[config.mk]
export PLATFORM = sky130hd
export DESIGN_NAME = load_align_unit_flat
export DESIGN_NICKNAME = d
export VERILOG_FILES = /design/src/rtl/load_align_if.sv /design/src/rtl/load_align_unit.sv /design/src/flat_wrapper.sv
export SDC_FILE = /design/constraint.sdc
export NUM_CORES = 1
export LEC_CHECK = 0
export CORE_ASPECT_RATIO = 0.8
export CORE_MARGIN = 4
export CORE_UTILIZATION = 56
export CTS_CLUSTER_DIAMETER = 50
export DETAILED_ROUTE_END_ITERATION = 8
export GPL_TIMING_DRIVEN = 0
export PLACE_DENSITY_LB_ADDON = 0.25
export SYNTH_ARGS = -nofsm -noshare
export SYNTH_HDL_FRONTEND = slang
export SYNTH_SLANG_ARGS = --single-unit
export TNS_END_PERCENT = 5
[constraint.sdc]
create_clock -name clk -period 4.4 [get_ports clk]
set_input_delay 0.88 -clock clk [delete_from_list [all_inputs] [get_ports clk]]
set_output_delay 0.88 -clock clk [all_outputs]
set_load 0.005 [all_outputs]
[src/rtl/load_align_if.sv]
// Handshake and memory bus bundle for load_align_unit.
// The master side issues load requests, returns memory data and accepts the writeback result.
interface load_align_if #(
    parameter int unsigned DATA_W = 32,
    parameter int unsigned OFF_W  = 2,
    parameter int unsigned TAG_W  = 5
);
    logic              req_valid;
    logic              req_ready;
    logic [OFF_W-1:0]  alu;
    logic [1:0]        size;
    logic              sign;
    logic [TAG_W-1:0]  tag;
    logic              mem_rd_en;
    logic              mem_sel;
    logic [DATA_W-1:0] mem_data;
    logic              mem_valid;
    logic [DATA_W-1:0] nd;
    logic [TAG_W-1:0]  nd_tag;
    logic              nd_valid;
    logic              nd_ready;

    modport master (
        output req_valid, alu, size, sign, tag, mem_data, mem_valid, nd_ready,
        input  req_ready, mem_rd_en, mem_sel, nd, nd_tag, nd_valid
    );

    modport slave (
        input  req_valid, alu, size, sign, tag, mem_data, mem_valid, nd_ready,
        output req_ready, mem_rd_en, mem_sel, nd, nd_tag, nd_valid
    );
endinterface

[src/rtl/load_align_unit.sv]
// Load data path: issues one or two word reads, extracts and extends the addressed field.
// Optional MISALIGN_TRAP_EN: word-crossing loads trap (trap port) instead of issuing a second read.
module load_align_unit #(
    parameter int unsigned DATA_W = 32,
    parameter int unsigned OFF_W  = 2,
    parameter int unsigned TAG_W  = 5
) (
    input logic        clk,
    input logic        reset,
    load_align_if.slave bus
`ifdef MISALIGN_TRAP_EN
    ,
    output logic       trap
`endif
);
    localparam int unsigned N  = DATA_W / 8;
    localparam int unsigned SW = OFF_W + 2;

    typedef enum logic [1:0] {StIdle, StWait0, StWait1, StOut} state_e;

    state_e            state_q, state_d;
    logic [OFF_W-1:0]  alu_q, alu_d;
    logic [1:0]        szl_q, szl_d;
    logic              sign_q, sign_d;
    logic [TAG_W-1:0]  tag_q, tag_d;
    logic [DATA_W-1:0] lo_q, lo_d;
    logic              rd_en_q, rd_en_d;
    logic              sel_q, sel_d;
    logic [DATA_W-1:0] nd_q, nd_d;
    logic [TAG_W-1:0]  nd_tag_q, nd_tag_d;
`ifdef MISALIGN_TRAP_EN
    logic              trap_q, trap_d;
`endif

    logic [SW-1:0]     span;
    logic              split;
    logic [DATA_W-1:0] hi_w, lo_w, field, result;

    // szl_q holds log2 of the access size already clamped to a full word
    always_comb begin
        span  = SW'(alu_q) + (SW'(1) << szl_q);
        split = span > SW'(N);
    end

    // Field extraction: the high word only participates once the second read returns
    always_comb begin
        hi_w   = (state_q == StWait1) ? bus.mem_data : '0;
        lo_w   = (state_q == StWait1) ? lo_q : bus.mem_data;
        field  = DATA_W'({hi_w, lo_w} >> {alu_q, 3'b000});
        result = field;
        for (int k = 0; k <= int'(OFF_W); k++) begin
            if (int'(szl_q) == k) begin
                for (int b = 8 << k; b < int'(DATA_W); b++) begin
                    result[b] = sign_q ? 1'b0 : field[(8 << k) - 1];
                end
            end
        end
    end

    always_comb begin
        state_d  = state_q;
        alu_d    = alu_q;
        szl_d    = szl_q;
        sign_d   = sign_q;
        tag_d    = tag_q;
        lo_d     = lo_q;
        rd_en_d  = 1'b0;
        sel_d    = 1'b0;
        nd_d     = nd_q;
        nd_tag_d = nd_tag_q;
`ifdef MISALIGN_TRAP_EN
        trap_d   = trap_q;
`endif
        unique case (state_q)
            StIdle: begin
                if (bus.req_valid) begin
                    alu_d   = bus.alu;
                    szl_d   = (32'(bus.size) > OFF_W) ? 2'(OFF_W) : bus.size;
                    sign_d  = bus.sign;
                    tag_d   = bus.tag;
                    rd_en_d = 1'b1;
                    state_d = StWait0;
                end
            end
            StWait0: begin
                if (bus.mem_valid) begin
                    lo_d = bus.mem_data;
                    if (split) begin
`ifdef MISALIGN_TRAP_EN
                        nd_d     = '0;
                        nd_tag_d = tag_q;
                        trap_d   = 1'b1;
                        state_d  = StOut;
`else
                        rd_en_d  = 1'b1;
                        sel_d    = 1'b1;
                        state_d  = StWait1;
`endif
                    end else begin
                        nd_d     = result;
                        nd_tag_d = tag_q;
`ifdef MISALIGN_TRAP_EN
                        trap_d   = 1'b0;
`endif
                        state_d  = StOut;
                    end
                end
            end
            StWait1: begin
                if (bus.mem_valid) begin
                    nd_d     = result;
                    nd_tag_d = tag_q;
                    state_d  = StOut;
                end
            end
            StOut: begin
                if (bus.nd_ready) begin
`ifdef MISALIGN_TRAP_EN
                    trap_d  = 1'b0;
`endif
                    state_d = StIdle;
                end
            end
        endcase
    end

    always_ff @(posedge clk) begin
        if (reset) begin
            state_q  <= StIdle;
            alu_q    <= '0;
            szl_q    <= '0;
            sign_q   <= 1'b0;
            tag_q    <= '0;
            lo_q     <= '0;
            rd_en_q  <= 1'b0;
            sel_q    <= 1'b0;
            nd_q     <= '0;
            nd_tag_q <= '0;
`ifdef MISALIGN_TRAP_EN
            trap_q   <= 1'b0;
`endif
        end else begin
            state_q  <= state_d;
            alu_q    <= alu_d;
            szl_q    <= szl_d;
            sign_q   <= sign_d;
            tag_q    <= tag_d;
            lo_q     <= lo_d;
            rd_en_q  <= rd_en_d;
            sel_q    <= sel_d;
            nd_q     <= nd_d;
            nd_tag_q <= nd_tag_d;
`ifdef MISALIGN_TRAP_EN
            trap_q   <= trap_d;
`endif
        end
    end

    assign bus.req_ready = (state_q == StIdle) && !reset;
    assign bus.mem_rd_en = rd_en_q;
    assign bus.mem_sel   = sel_q;
    assign bus.nd        = nd_q;
    assign bus.nd_tag    = nd_tag_q;
    assign bus.nd_valid  = (state_q == StOut);
`ifdef MISALIGN_TRAP_EN
    assign trap          = trap_q;
`endif
endmodule

[src/flat_wrapper.sv]
// flat-port wrapper written by rule: the top's interface ports become plain ports
module load_align_unit_flat 
#(
    parameter int unsigned DATA_W = 32,
    parameter int unsigned OFF_W  = 2,
    parameter int unsigned TAG_W  = 5
)
  (clk, reset, bus_req_valid, bus_alu, bus_size, bus_sign, bus_tag, bus_mem_data, bus_mem_valid, bus_nd_ready, bus_req_ready, bus_mem_rd_en, bus_mem_sel, bus_nd, bus_nd_tag, bus_nd_valid);
  load_align_if #(.DATA_W(DATA_W), .OFF_W(OFF_W), .TAG_W(TAG_W)) bus_i ();
  input logic clk;
  input logic reset;
  input wire logic [$bits(bus_i.req_valid)-1:0] bus_req_valid;
  input wire logic [$bits(bus_i.alu)-1:0] bus_alu;
  input wire logic [$bits(bus_i.size)-1:0] bus_size;
  input wire logic [$bits(bus_i.sign)-1:0] bus_sign;
  input wire logic [$bits(bus_i.tag)-1:0] bus_tag;
  input wire logic [$bits(bus_i.mem_data)-1:0] bus_mem_data;
  input wire logic [$bits(bus_i.mem_valid)-1:0] bus_mem_valid;
  input wire logic [$bits(bus_i.nd_ready)-1:0] bus_nd_ready;
  output wire logic [$bits(bus_i.req_ready)-1:0] bus_req_ready;
  output wire logic [$bits(bus_i.mem_rd_en)-1:0] bus_mem_rd_en;
  output wire logic [$bits(bus_i.mem_sel)-1:0] bus_mem_sel;
  output wire logic [$bits(bus_i.nd)-1:0] bus_nd;
  output wire logic [$bits(bus_i.nd_tag)-1:0] bus_nd_tag;
  output wire logic [$bits(bus_i.nd_valid)-1:0] bus_nd_valid;
  assign bus_i.req_valid = bus_req_valid;
  assign bus_i.alu = bus_alu;
  assign bus_i.size = bus_size;
  assign bus_i.sign = bus_sign;
  assign bus_i.tag = bus_tag;
  assign bus_i.mem_data = bus_mem_data;
  assign bus_i.mem_valid = bus_mem_valid;
  assign bus_i.nd_ready = bus_nd_ready;
  assign bus_req_ready = bus_i.req_ready;
  assign bus_mem_rd_en = bus_i.mem_rd_en;
  assign bus_mem_sel = bus_i.mem_sel;
  assign bus_nd = bus_i.nd;
  assign bus_nd_tag = bus_i.nd_tag;
  assign bus_nd_valid = bus_i.nd_valid;
  load_align_unit #(.DATA_W(DATA_W), .OFF_W(OFF_W), .TAG_W(TAG_W)) u_core (.clk(clk), .reset(reset), .bus(bus_i));
endmodule
---- Word-level counts from Yosys, hierarchy flattened ----
Index checks and enable logic that the tools add are counted.
cells by class
  magnitude comparators ................... 2
  $add $sub $neg .......................... 1
  equal/unequal tests ..................... 9
  reduce and logical (&&, ||, !) cells .... 10
  multipliers ............................. 0
  div/mod/pow operators ................... 0
  mux-type cells .......................... 25
  bitwise gates (word level) .............. 1
  shift-type cells ........................ 2
operators with widths
  kind                                                                   number
  32-bit two-way mux                                                     5
  32-bit one-hot mux with 2 select lines                                 1
  64-bit by 5-bit >> shifter with 32-bit output                          1
  24-bit two-way mux                                                     1
  16-bit two-way mux                                                     1
  5-bit two-way mux                                                      3
  2-bit two-way mux                                                      5
  2-bit inequality test (second input constant)                          5
  5-bit one-hot mux with 2 select lines                                  1
  2-bit one-hot mux with 4 select lines                                  1
  4-bit AND reduction                                                    2
  2-bit == test (second input constant)                                  3
  1-bit two-way mux                                                      6
  2-bit by 4-bit adder with 4-bit output                                 1
  4-bit by 3-bit > comparator with 1-bit output (second input constant)  1
  2-bit zero test                                                        2
  2-bit AND reduction                                                    2
  1-bit by 2-bit left shift with 4-bit output (first input constant)     1
  2-bit by 1-bit == test with 1-bit output (second input constant)       1
  2-bit > comparator (second input constant)                             1
  1-bit one-hot mux with 2 select lines                                  1
  2-bit nonzero test                                                     1
  2-bit OR reduction                                                     1
  1-bit logical AND                                                      1
  other kinds (2)                                                        2
word-level totals
  output and inout port bits .............. 41
  word-level logic and storage cells ...... 60
  bits in writable memories ............... 0
  memories kept ........................... 0
  bits in latches ......................... 0
  bits in registers ....................... 83
  bits in read-only memories .............. 0

---- Depth between registers and ports, before layout ----
Gate-level depths: netlist of run 1.
  depth after elaboration ................. 9
  depth in mapped cells ................... 10
  depth with buffers taken out ............ 8

---- Worst setup path after synthesis of run 1 ----
No wires, ideal clock.
  kind .................................... flip-flop to flip-flop
  start point ............................. register u_core.szl_q[1]
  end point ............................... register u_core.nd_q[21], in the netlist u_core.bus.nd[21]
  buffers on the path ..................... 3
  path slack .............................. 1.912 ns
  library setup time ...................... 0.141 ns
  data arrival time ....................... 2.347 ns
  required time ........................... 4.259 ns
  period minus slack after synthesis ...... 2.488 ns
  stages on the path, launching flop included .. 11
  cell sequence ........................... dfxtp_1 > buf_2 > nor2_2 > ha_1 > fa_1 > nor2_1 > o221ai_1 > a21boi_1 > buf_2 > buf_2 > a311oi_2
on the way
  word-level cells in the longest chain between the ends .. 6
  elaborated cells between the ends (all ways) .. 13
ends and longest elaborated chain
  item                                                                                            RTL line                source
  from (decl)                                                                                     load_align_unit.sv:23   logic [1:0] szl_q, szl_d;
  from (signal assigned)                                                                          load_align_unit.sv:145  szl_q <= szl_d;
  parallel branches: the longest is 6 deep, another holds 2-bit by 4-bit adder with 4-bit output  n/a
  to (signal assigned)                                                                            load_align_unit.sv:151  nd_q <= nd_d;
  to (decl)                                                                                       load_align_unit.sv:29   logic [DATA_W-1:0] nd_q, nd_d;
Several ways; the timed one is not identified. The select of a mux whose other input is x is not followed.
A chain may end at the register's enable or synchronous reset.

---- Final worst setup path of run 1 ----
  start point ............................. register u_core.szl_q[1]
  end point ............................... register u_core.nd_q[25], in the netlist u_core.bus.nd[25]
The elaborated chain is that of the path after synthesis.

==> results of run 1 <==
power breakdown:
| part | switching (mW) | internal [mW] | leakage, nW |
|---|---|---|---|
| clock | 0.323 | 0.271 | 0.0984 |
| combinational | 0.894 | 0.746 | 1.14 |
| sequential | 0.0995 | 0.925 | 0.677 |
registers in the layout (all words and copies together) (netlist names):
register              count
u_core.alu_q              2
u_core.bus.mem_rd_en      1
u_core.bus.mem_sel        1
u_core.bus.nd            32
u_core.bus.nd_tag         5
u_core.lo_q              32
u_core.sign_q             1
u_core.state_q            2
u_core.szl_q              2
u_core.tag_q              5
through the flow:
stage | power [mW] | setup WS (ns) | area [um^2] | hold slack, ns | utilization, %
global placement | 2.60 | 1.41 | 5550 | 0.441 | 70.2
floorplan | 2.06 | 1.91 | 4560 | 0.433 | -
detailed placement | 2.65 | 1.25 | 5550 | 0.448 | 70.2
CTS | 3.24 | 1.21 | 5760 | 0.460 | 72.8
finish | 3.26 | 1.23 | 5760 | 0.459 | 72.8
global route | 3.44 | 0.973 | 5760 | 0.480 | 72.8
layout by cell type (no fill, tap or decap), types with 12 or more instances in the layout:
cell type / count
mux2_2: 19
a21oi_1: 53
nor2_1: 67
clkdlybuf4s50_1: 86
clkbuf_1: 20
dfxtp_1: 83
buf_2: 12
mux2i_1: 45
o21ai_0: 15
a211oi_1: 17
nand2_1: 101
metal layers:
layer  up-vias  part of all wire, %  GRT usage (%)
met5         -                    0              0
met4         0                  3.1           12.2
met3        42                  9.9           6.93
met2       221                   45           49.0
met1      2108                   42           42.0
li1       2056                    -              -
final cells by class:
class                      count  area share [%]
tap                          108            2.35
buffer                        44            3.91
clock buffer                   9            2.15
multi-input combinational    397            46.0
sequential                    83            28.8
clock inverter                 7            1.43
inverter                       6           0.391
timing repair buffer          86            14.9
worst min-delay path, delay by kind of cell (launching register included):
kind            cells  cell delay, ns
flops               1            0.32
simple gates        1            0.05
compound gates      1            0.05
cell families (layout without fill, tap and decap cells):
group	count (synthesis)	in the layout
simple gates	195	195
mux	76	76
compound gates	118	118
flops	83	83
buf+inv	50	152
xor+xnor	1	1
fa+ha+maj	7	7
worst max-delay path by stage:
stage	cells after the start	endpoint	slack, ns
after floorplan	10	u_core.bus.nd[21]	1.91
after global placement	10	u_core.bus.nd[20]	1.41
after detailed placement	10	u_core.bus.nd[25]	1.25
after CTS	10	u_core.bus.nd[25]	1.21
after global routing	10	u_core.bus.nd[29]	0.97
final	10	u_core.bus.nd[25]	1.23
==> run_results.csv, run 1 <==
group,metric,value,unit
worst_setup_path,worst_path_top_cell_family_by_delay,"compound AO/OA/AOI/OAI gates",
timing,finalSetupViolations,0,
placed_design,port-buffer-count,86,
yosys,synth_enable_flop_cells,0,
yosys,yosys.area_share.xor_xnor,0.192,%
timing,number_of_hold_violations_in_the_final_report,0,
timing,fmax,316,MHz
timing,timing.final.crit_share,72.0,%
worst_setup_path,critPathArrivalTime,3.45,ns
clock_network,cts_setup_buffers,0,
floorplanning,io_pins,88,
worst_hold_path,worst_hold_startpoint,"u_core.lo_q[26]",
worst_hold_path,min_path_type,"reg -> reg",
timing,rsz_0062_raised_after_global_routing,"no",
final_layout,area_growth_from_synthesis_to_final_layout,26.4,%
yosys,ys.flop_type,"dfxtp_1",
clock_network,ctsHtreeMaxLevel,3,
clock_network,post_cts_resized,0,
yosys,synth_simple_gate_area_share,17.9,%
status,status,"completed",
worst_setup_path,cp_num_buf_inv,2,
global_route,global_route_wire_length_before_repair,22.6,mm
yosys,synthesized_instance_count,530,
worst_setup_path,slack_of_the_worst_reg_to_reg_path,1.23,ns
worst_setup_path,startpoint,"u_core.szl_q[1]",
worst_hold_path,timing.hold.worst_path_depth,2,
worst_setup_path,crit_chain,"buf_2 > nor2_2 > ha_1 > fa_1 > nor2_1 > o221ai_1 > a21boi_1 > clkbuf_1 > nor2_1 > a311oi_2",
floorplanning,die-area,9660,um^2
clock_network,tritoncts_num_sinks,83,
clock_network,clock_tree_from_tritoncts,"built",
route,drt_first_pass_iters,7,
global_route,globalRouteTotalUtil,31.2,%
final_layout,insertedDiodeCount,0,
yosys,post-synth-top-count-cell,"nand2_1",
yosys,mappedNetlistArea,4560,um^2
yosys,ys_top_cells_by_area,"dfxtp_1, mux2i_1, nand2_1",
worst_setup_path,start_kind,"flop",
final_layout,fin_cells,740,
final_layout,multi_input_comb_area,2650,um^2
clock_network,cts_hold_repair.buffers,0,
yosys,seq_total_area_yosys,36.5,%
clock_network,cts-root-buf,"clkbuf_8",
worst_setup_path,cpMaxStageDelayCell,"a21boi_1",
global_route,number_of_global_route_vias_before_repair,4209,
timing,final-max-slew-violation-count,0,
global_route,grt_max_degree,17,
floorplanning,core.rowCount,29,
power,irDropWorstVdd,0.379,mV
timing,timing.slew.headroom,48.5,%
placed_design,gp_congestion,1.01,
final_layout,nNetsFinal,681,
yosys,post_synth_num_cell_types,42,
yosys,synth.top_cell.area_share,36.5,%
worst_setup_path,critical_path.endpoint_type,"flop",
yosys,synth_top_family_by_area,"multiplexers",
yosys,yosys-top-cells-count,"nand2_1, dfxtp_1, nor2_1",
route,routed_via_density,5.98,
route,detail_route.drc_violations,0,
yosys,ys_seq_elements,83,
global_route,grt_overflow,0,
worst_setup_path,critical_path_class,"reg -> reg",
placed_design,hpwlAfterDp,11.1,mm
yosys,synthMuxAreaShare,19.6,%
final_layout,final.fill_count,653,
final_layout,share_of_final_layout_standard_cells_stronger_than_drive_strength_1,12.8,%
yosys,synthesis.area_per_instance,8.60,um^2
yosys,synth_warnings,0,
worst_setup_path,cpMostUsedCell,"nor2_1",
route,wl_per_cell,19.9,um
flow_run,drv.max_cap_violation_count,0,
floorplanning,starting_density_of_the_core,57.6,%
clock_network,cts-buffers-inserted,9,
worst_setup_path,critical_path.max_stage_delay,0.46,ns
route,antenna_left,0,
worst_hold_path,hold-path-endpoint,"u_core.lo_q[26]",
worst_setup_path,worst-path-max-fanout,10,
timing,timing.clock.skew,0.0120,ns
floorplanning,die_height,88.7,um
worst_setup_path,r2r_cells,10,
timing,max_slew.worst_pin.slew,0.769,ns
yosys,yosys.area_share.adder,2.09,%
route,totalWireLength,14.7,mm
clock_network,cts.reportedPaths.clkPinSlew,0.10,ns
yosys,mappedNetlistNets,584,
floorplanning,chipWidth,109,um
placed_design,place_inst,724,
worst_setup_path,r2r_end,"u_core.bus.nd[25]",
floorplanning,core,7910,um^2
yosys,synth_compound_gate_area_share,18.3,%
yosys,async_flop_share,0,%
timing,finalWorstPathRequiredPeriod,3.17,ns
clock_network,cts_max_path_buffers,2,
power,cellLeakagePower,1.92,nW
power,power_per_cell_area,566,nW/um^2
route,drtIter0Drc,312,
worst_setup_path,timing.critical_path.required,4.69,ns
yosys,yosys.area.top_type,"dfxtp_1",
global_route,initial_antenna_violation_count,0,
route,dr_total_vias,4427,
worst_setup_path,worstReg2RegStart,"u_core.szl_q[1]",
final_layout,ff_latch_area,1660,um^2
clock_network,clock_insertion_delay_worst_skew,0.37,ns
timing,fin_setup_tns,0,ns
Note: power is estimated with default switching activity, not from simulation.
==> inputs of run 2 (changes only) <==
Settings changed: CORE_UTILIZATION 56 to 47.
Clock period 4.4 ns to 2.6 ns, I/O delays scaled along.
==> run_results.csv, run 2 (synthesis gave the netlist of run 1 again) <==
group,metric,value,unit
power,switching_power,2.28,mW
timing,fin_worst_hold_slack,0.454,ns
clock_network,cts_max_path_buffers,2,
timing,timing.slew.headroom,52.5,%
global_route,number_of_global_route_vias_before_repair,4225,
clock_network,cts_hold_repair.buffers,0,
route,antenna_left,0,
clock_network,cts-buffers-inserted,9,
final_layout,layout.cells.most_common_list,"nand2_1, clkdlybuf4s50_1, dfxtp_1",
timing,finalWorstPathRequiredPeriod,2.53,ns
placed_design,port-buffer-count,86,
route,wl_per_cell,19.7,um
floorplanning,io_pins,88,
final_layout,final_common_cell,"nand2_1",
worst_setup_path,critical_path_class,"reg -> reg",
floorplanning,die-area,11300,um^2
floorplanning,die_height,96.1,um
power,pwr-share-seq,28.9,%
power,irDropWorstVdd,0.522,mV
global_route,initial_antenna_violation_count,0,
power,power_per_cell_area,1010,nW/um^2
route,drtIter0Drc,418,
timing,timing.final.crit_share,97.5,%
clock_network,clock_tree_from_tritoncts,"built",
timing,number_of_hold_violations_in_the_final_report,0,
status,status,"completed",
final_layout,area_growth_from_synthesis_to_final_layout,31.8,%
final_layout,nNetsFinal,684,
timing,final-max-slew-violation-count,0,
global_route,grt_max_degree,14,
final_layout,insertedDiodeCount,0,
worst_setup_path,start_kind,"flop",
route,detail_route.drc_violations,0,
route,totalWireLength,14.8,mm
power,power_report.internal_total,3.77,mW
global_route,globalRouteTotalUtil,26.0,%
flow_run,drv.max_cap_violation_count,0,
timing,max_slew.worst_pin.slew,0.710,ns
route,routed_via_density,5.86,
floorplanning,core.rowCount,31,
timing,fmax,395,MHz
clock_network,cts.reportedPaths.clkPinSlew,0.06,ns
power,power_frac_comb,48.3,%
route,dr_total_vias,4392,
worst_hold_path,min_path_type,"reg -> reg",
final_layout,final.fill_count,804,
clock_network,clock_insertion_delay_worst_skew,0.34,ns
power,cellLeakagePower,2.00,nW
clock_network,tritoncts_num_sinks,83,
global_route,global_route_wire_length_before_repair,22.7,mm
floorplanning,chipWidth,118,um
final_layout,share_of_final_layout_standard_cells_stronger_than_drive_strength_1,15.6,%
worst_setup_path,worst-path-max-fanout,10,
power,p_clk_share,22.9,%
placed_design,hpwlAfterDp,10.9,mm
worst_setup_path,timing.critical_path.required,2.84,ns
clock_network,ctsHtreeMaxLevel,3,
timing,timing.clock.skew,0.00496,ns
floorplanning,core,9270,um^2
clock_network,cts-root-buf,"clkbuf_16",
timing,rsz_0062_raised_after_global_routing,"yes",
route,drt_first_pass_iters,5,
floorplanning,starting_density_of_the_core,49.2,%
worst_setup_path,critPathArrivalTime,2.77,ns
global_route,grt_overflow,0,
placed_design,gp_congestion,0.965,
power,power_switching_share,37.7,%
timing,finalSetupViolations,0,
power,totalPowerFinal,6.05,mW
worst_setup_path,critical_path.endpoint_type,"flop",
==> run 2: changes by cell type in the layout (fill, tap and decap cells not counted), sizes merged <==
cell    change
clkbuf      +1
buf         +4
clkinv      -1
bufinv      +1
inv         -3
==> run 2: worst max-delay path, stage by stage, from the launching register on <==
cell and delay, ns:
dfxtp_1 0.31, buf_6 0.14, nor2_4 0.11, ha_2 0.22, fa_2 0.45, nor2_2 0.14
o221ai_2 0.14, a21boi_2 0.19, buf_4 0.16, clkbuf_4 0.20, nor2_1 0.09, a311oi_2 0.28
==> run 2: layout make-up <==
cell class                 count  area [um^2]  share of cell area [%]
timing repair buffer          89          883                    14.7
clock buffer                  11          243                    4.04
buffer                        44          251                    4.19
sequential                    83         1660                    27.7
inverter                       6         22.5                   0.375
multi-input combinational    397         2730                    45.4
clock inverter                 4         75.1                    1.25
tap                          115          144                    2.39
==> run 2: layer usage <==
| layer | part of all wire (%) | up-vias | track usage [%] |
|---|---|---|---|
| met5 | 0 | - | 0 |
| met4 | 1.5 | 0 | 8.98 |
| met3 | 10 | 22 | 7.05 |
| met2 | 44 | 215 | 39.7 |
| met1 | 45 | 2094 | 35.7 |
| li1 | - | 2061 | - |
==> run 2: path summary, 6_finish.rpt <==
kind | depth (start not counted) | slack, ns | end | startpoint
worst min-delay path | 2 | 0.45 | u_core.lo_q[20] | u_core.lo_q[20]
worst max register to register | 11 | 0.07 | u_core.bus.nd[21] | u_core.szl_q[1]
worst min register to register | 2 | 0.45 | u_core.lo_q[20] | u_core.lo_q[20]
worst max-delay path | 11 | 0.07 | u_core.bus.nd[21] | u_core.szl_q[1]
==> run 2: what timing repair did <==
| item | in CTS | in global routing |
|---|---|---|
| gates cloned | 0 | 0 |
| setup endpoints to repair | 37 | 37 |
| pin swaps | 1 | 2 |
| setup buffers | 2 | 1 |
| resized for setup | 11 | 19 |
==> run 2: power groups by stage <==
stage / clock network, mW / logic [mW] / registers (mW)
global placement: 0 / 2.69 / 1.75
CTS: 1.39 / 2.80 / 1.75
global route: 1.44 / 3.12 / 1.78
finish: 1.38 / 2.92 / 1.75
detailed placement: 0 / 2.73 / 1.77
floorplan: 0 / 1.73 / 1.75
==> run 2: through the flow <==
stage / instances / utilization, % / setup TNS, ns / cell area, um^2 / setup slack, ns
after floorplan: 530 / - / 0 / 4560 / 0.112
after global placement: 731 / 60.0 / -11.20 / 5560 / -0.346
after detailed placement: 731 / 60.0 / -13.19 / 5560 / -0.428
after CTS: 748 / 63.9 / 0 / 5930 / 0.00599
after global routing: 749 / 64.8 / -0.0576 / 6010 / -0.0291
final: 749 / 64.8 / 0 / 6010 / 0.0657
==> inputs of run 3 (changes only) <==
Settings changed: SLEW_MARGIN from default to 10.
==> results of run 3 <==
No change in the layout: final DEF, timing and power equal those of run 2.
